==> src/rtl/decoder_scan.sv <==
// Registered binary-to-one-hot decoder with direct (handshaked) and scan modes.
// Latency: 1 cycle from accept (or scan start) to select line asserted.
// Backpressure: in_ready low outside IDLE; the source holds bin_in/in_valid until accepted.
//
// Ports:
//   clk, rst_n      rising-edge clock, synchronous active-low reset
//   enable          low drives outputs to zero and returns to IDLE
//   mode            0 = direct decode of bin_in, 1 = continuous scan of all lines
//   bin_in/in_valid/in_ready  code handshake (in_ready is the only combinational output)
//   decoder_out     registered one-hot select, zero when idle
//   out_valid       decoder_out holds a line
//   code_out        registered code of the active line
//   busy            FSM not in IDLE
module decoder_scan #(
  parameter int N_IN = 4,
  parameter int HOLD = 3
) (
  input  logic                 clk,
  input  logic                 rst_n,
  input  logic                 enable,
  input  logic                 mode,
  input  logic [N_IN-1:0]      bin_in,
  input  logic                 in_valid,
  output logic                 in_ready,
  output logic [2**N_IN-1:0]   decoder_out,
  output logic                 out_valid,
  output logic [N_IN-1:0]      code_out,
  output logic                 busy
);

  localparam int NOUT = 2**N_IN;
  localparam logic [7:0] HOLD_M1 = 8'(HOLD - 1);
  localparam logic [NOUT-1:0] LINE0 = {{(NOUT-1){1'b0}}, 1'b1};

  typedef enum logic [1:0] {
    ST_IDLE = 2'd0,
    ST_HOLD = 2'd1,
    ST_SCAN = 2'd2
  } state_t;

  state_t          state_q, state_d;
  logic [7:0]      cnt_q, cnt_d;
  logic [NOUT-1:0] dec_q, dec_d;
  logic [N_IN-1:0] code_q, code_d;
  logic            vld_q, vld_d;
  logic [N_IN-1:0] code_nxt;

  // Wraps modulo 2**N_IN by width.
  assign code_nxt = code_q + 1'b1;

  always_comb begin
    state_d = state_q;
    cnt_d   = cnt_q;
    dec_d   = dec_q;
    code_d  = code_q;
    vld_d   = vld_q;

    if (!enable) begin
      // Abandon any pending slot; code_out is deliberately kept.
      state_d = ST_IDLE;
      cnt_d   = '0;
      dec_d   = '0;
      vld_d   = 1'b0;
    end else begin
      unique case (state_q)
        ST_IDLE: begin
          // Scan wins over a simultaneous direct request; bin_in is not consumed.
          if (mode) begin
            state_d = ST_SCAN;
            cnt_d   = HOLD_M1;
            dec_d   = LINE0;
            code_d  = '0;
            vld_d   = 1'b1;
          end else if (in_valid) begin
            state_d = ST_HOLD;
            cnt_d   = HOLD_M1;
            dec_d   = LINE0 << bin_in;
            code_d  = bin_in;
            vld_d   = 1'b1;
          end
        end
        ST_HOLD: begin
          if (cnt_q != 8'd0) begin
            cnt_d = cnt_q - 8'd1;
          end else begin
            state_d = ST_IDLE;
            dec_d   = '0;
            vld_d   = 1'b0;
          end
        end
        ST_SCAN: begin
          if (cnt_q != 8'd0) begin
            cnt_d = cnt_q - 8'd1;
          end else if (mode) begin
            cnt_d  = HOLD_M1;
            code_d = code_nxt;
            dec_d  = LINE0 << code_nxt;
          end else begin
            // mode is only looked at on a slot boundary, so slots never truncate.
            state_d = ST_IDLE;
            dec_d   = '0;
            vld_d   = 1'b0;
          end
        end
        default: begin
          state_d = ST_IDLE;
          cnt_d   = '0;
          dec_d   = '0;
          vld_d   = 1'b0;
        end
      endcase
    end
  end

  always_ff @(posedge clk) begin
    if (!rst_n) begin
      state_q <= ST_IDLE;
      cnt_q   <= '0;
      dec_q   <= '0;
      code_q  <= '0;
      vld_q   <= 1'b0;
    end else begin
      state_q <= state_d;
      cnt_q   <= cnt_d;
      dec_q   <= dec_d;
      code_q  <= code_d;
      vld_q   <= vld_d;
    end
  end

  assign in_ready    = (state_q == ST_IDLE) & enable & ~mode & rst_n;
  assign decoder_out = dec_q;
  assign out_valid   = vld_q;
  assign code_out    = code_q;
  assign busy        = (state_q != ST_IDLE);

endmodule

==> config.mk <==
export PLATFORM = sky130hd
export DESIGN_NAME = decoder_scan
export DESIGN_NICKNAME = d
export VERILOG_FILES = /design/src/rtl/decoder_scan.sv
export SDC_FILE = /design/constraint.sdc
export NUM_CORES = 1
export LEC_CHECK = 0
export BUFFER_PORTS_ARGS = -buffer_cell sky130_fd_sc_hd__buf_4
export CORE_MARGIN = 10
export CORE_UTILIZATION = 55
export CTS_BUF_LIST = sky130_fd_sc_hd__clkbuf_8
export DETAILED_ROUTE_END_ITERATION = 10
export MAX_ROUTING_LAYER = met4
export PLACE_DENSITY = 0.78
export RECOVER_POWER = 100
export SETUP_SLACK_MARGIN = 0.3
export SYNTH_ARGS = -nofsm -noshare
export SYNTH_HDL_FRONTEND = slang
export SYNTH_SLANG_ARGS = --single-unit
==> constraint.sdc <==
create_clock -name clk -period 3.3 [get_ports clk]
set_input_delay 0.495 -clock clk [delete_from_list [all_inputs] [get_ports clk]]
set_output_delay 0.495 -clock clk [all_outputs]
set_load 0.005 [all_outputs]
==> run metrics <==
Clock transition at path regs 0.07 ns; # Post-CTS Setup Buffers 0; I/O pins 32; Worst Hold Depth 1; Slew headroom 42.37%; compound-cell area share of the yosys netlist 30.99%; placer's final routability congestion estimate 0.8830; P_leak approximately 0.96 nW; fin crit period 2.343 ns; status complete, no violations; RSZ-0062 raised after global routing false; Hold Crit Class flip-flop to flip-flop; Post-Syn Area per Cell 8.461 um^2; Pwr Density between 400 and 500 nW/um^2; cell taking the most area after synthesis dfxtp_1; Post-Syn Area 2031 um^2; Synth async-reset ratio 0%; latest clock arrival within the worst-skew pair roughly 0.29 ns; Fin. Hold Viols 0; clk_skew 0.005930 ns; Worst Path Buf+Inv 1; CTS root buf clkbuf_8; Cell variety after synth 60; met1 track demand over resource 22.32%; grt met3 use 4.194%; Final setup viols 0; FP Rows 22; Initial Utilization 56.32%; post-synthesis mux area share 0%; Total Wirelength 5162 um; post-DP HPWL between 3000 and 4000 um; Critical Path Fanout Max 16; WL/cell 16.60 um; CP max-delay cell a2111oi_4; ANT cells 0; P&R area growth vs syn 15.16%; Final Max Slew Viols 0; # DRC 0; Primary FF master, synth dfxtp_1; antenna violations before repair 0; fraction of layout cells with a size suffix above 1 17.49%; drt pass-1 iters 5; Arrival @ worst endpoint roughly 2.6 ns; Mapped Cells 240; Most Used Layer, Global Route met2; DIE HEIGHT 80.77 um; Yosys top cell area share around 30%; top cells by area, synth dfxtp_1, a22o_1, nand3_1; M2 GR Usage 24.84%; crit-path cells inv_1, ha_1, nor3b_1, nand2_1, a2111oi_4, a22o_1; Final ANT Viol Nets 0; Slew @ Worst Pin around 0.86 ns; post-synthesis adder-cell area fraction 3.697%; CTS Buf Count 5; Vias/cell 6.238; total power 0.9612 mW; vias in the first global route roughly 1800; largest family of logic cells by synthesized area compound AO/OA/AOI/OAI gates; Hold-fix buffers, CTS 0; Synth Area in XOR/XNOR 0%; Critical Path Sink Type flip-flop; die area about 6500 um^2; period utilization 71.01%; Commonest cells post-synth dfxtp_1, a22o_1, nand2_1, nand3_1, inv_1; Max IR drop VDD about 0.21 mV; Critical Path Start Type flip-flop; via count 1940; dominant cell by count in the synthesized netlist dfxtp_1; IO Port Bufs 31; Post-CTS Resized 0; CTS tree done; WP depth 6; max-cap violation count 0; Synth Area in Simple Gates 27.79%; post-synthesis sequential area ratio between 30% and 40%; width of the die approximately 80 um; Worst Reg-to-Reg Cells 6; Final #Nets 277; Post-synth EDFFs 0; max incr delay on CP 0.87 ns; core footprint 3606 um^2; Syn Nets 255; fmax 0.4268 GHz; initial DRC count 236; htree depth 2; Clock Path Buffers 2; clock sinks 31; Tot GR Track Use 17.27%; Remaining Overflow, GRT 0; pin count of the biggest net entering global routing 26; first-pass GRT wire length 8928 um; Setup TNS 0 ns; synth warn 0; cell family with the largest share of critical-path delay compound AO/OA/AOI/OAI gates; Critical Path RT 3.53 ns; synthesized flop and latch total 31; kind of critical path flip-flop to flip-flop
[path summary, 6_finish.rpt]
kind | startpoint | to | slack (ns)
max | cnt_q[0] | decoder_out[13] | 0.96
max reg2reg | cnt_q[0] | decoder_out[13] | 0.96
min | decoder_out[12] | decoder_out[12] | 0.48
min reg2reg | decoder_out[12] | decoder_out[12] | 0.48
[logic make-up after synthesis]
| group | Yosys count |
|---|---|
| and+or+nand+nor | 91 |
| AOI/OAI and AO/OA | 80 |
| buffers and inverters | 32 |
| DFF | 31 |
| adders and majority gates | 6 |
[registers in the layout, indices dropped and copies added, names as in the netlist]
| register | flops |
|---|---|
| state_q | 2 |
| out_valid | 1 |
| cnt_q | 8 |
| decoder_out | 16 |
| code_out | 4 |
[per-layer routing]
metal / part of all wire, % / vias to the layer above
li1: - / 969
met1: 47 / 896
met2: 44 / 67
met3: 6.9 / 8
met4: 1.4 / 0
met5: 0 / -
[cell usage in the layout (no fill, tap or decap), types with 5 or more instances in the layout]
cell and instances:
dfxtp_1 31, nand2_1 17, nand3_1 16, a22o_1 16
clkbuf_4 16, inv_1 15, a21oi_1 12, buf_4 10
o2111ai_1 8, o22ai_1 8, nor2_1 7, nor3_1 7
nor3b_1 7, ha_1 6, clkbuf_8 6, clkbuf_1 6
nand3b_1 5, o31ai_1 5
[worst register-to-register path, cell delays in order (launching register included)]
cell and delay, ns:
dfxtp_1 0.33, inv_1 0.06, ha_1 0.19, nor3b_1 0.31
nand2_1 0.26, a2111oi_4 0.87, a22o_1 0.26
[metrics by stage]
| step | instance area [um^2] | cells | hold slack [ns] | worst slack (ns) | utilization, % |
|---|---|---|---|---|---|
| 2_1_floorplan | 2031 | 240 | 0.4607 | 1.429 | - |
| 3_3_place_gp | 2246 | 303 | 0.4655 | 1.020 | 62.28 |
| 3_5_place_dp | 2246 | 303 | 0.4616 | 0.9942 | 62.28 |
| 4_1_cts | 2364 | 311 | 0.4749 | 1.006 | 65.54 |
| 5_1_grt | 2338 | 311 | 0.4882 | 0.7707 | 64.85 |
| 6_report | 2338 | 311 | 0.4796 | 0.9567 | 64.85 |
[layout make-up]
class	count	area [um^2]
fillers	312	1267
multi-input cells	177	1266
flip-flops and latches	31	620.6
repair buffers	32	217.7
clock buffers	6	82.58
well taps	48	60.06
inverters	15	56.30
clock inverters	2	35.03
[where the power goes]
part	switching, mW	internal, mW
clock network	0.145	0.244
registers	0.0180	0.385
logic	0.101	0.0684
total	0.264	0.698
Note: power is estimated with default switching activity, not from simulation.
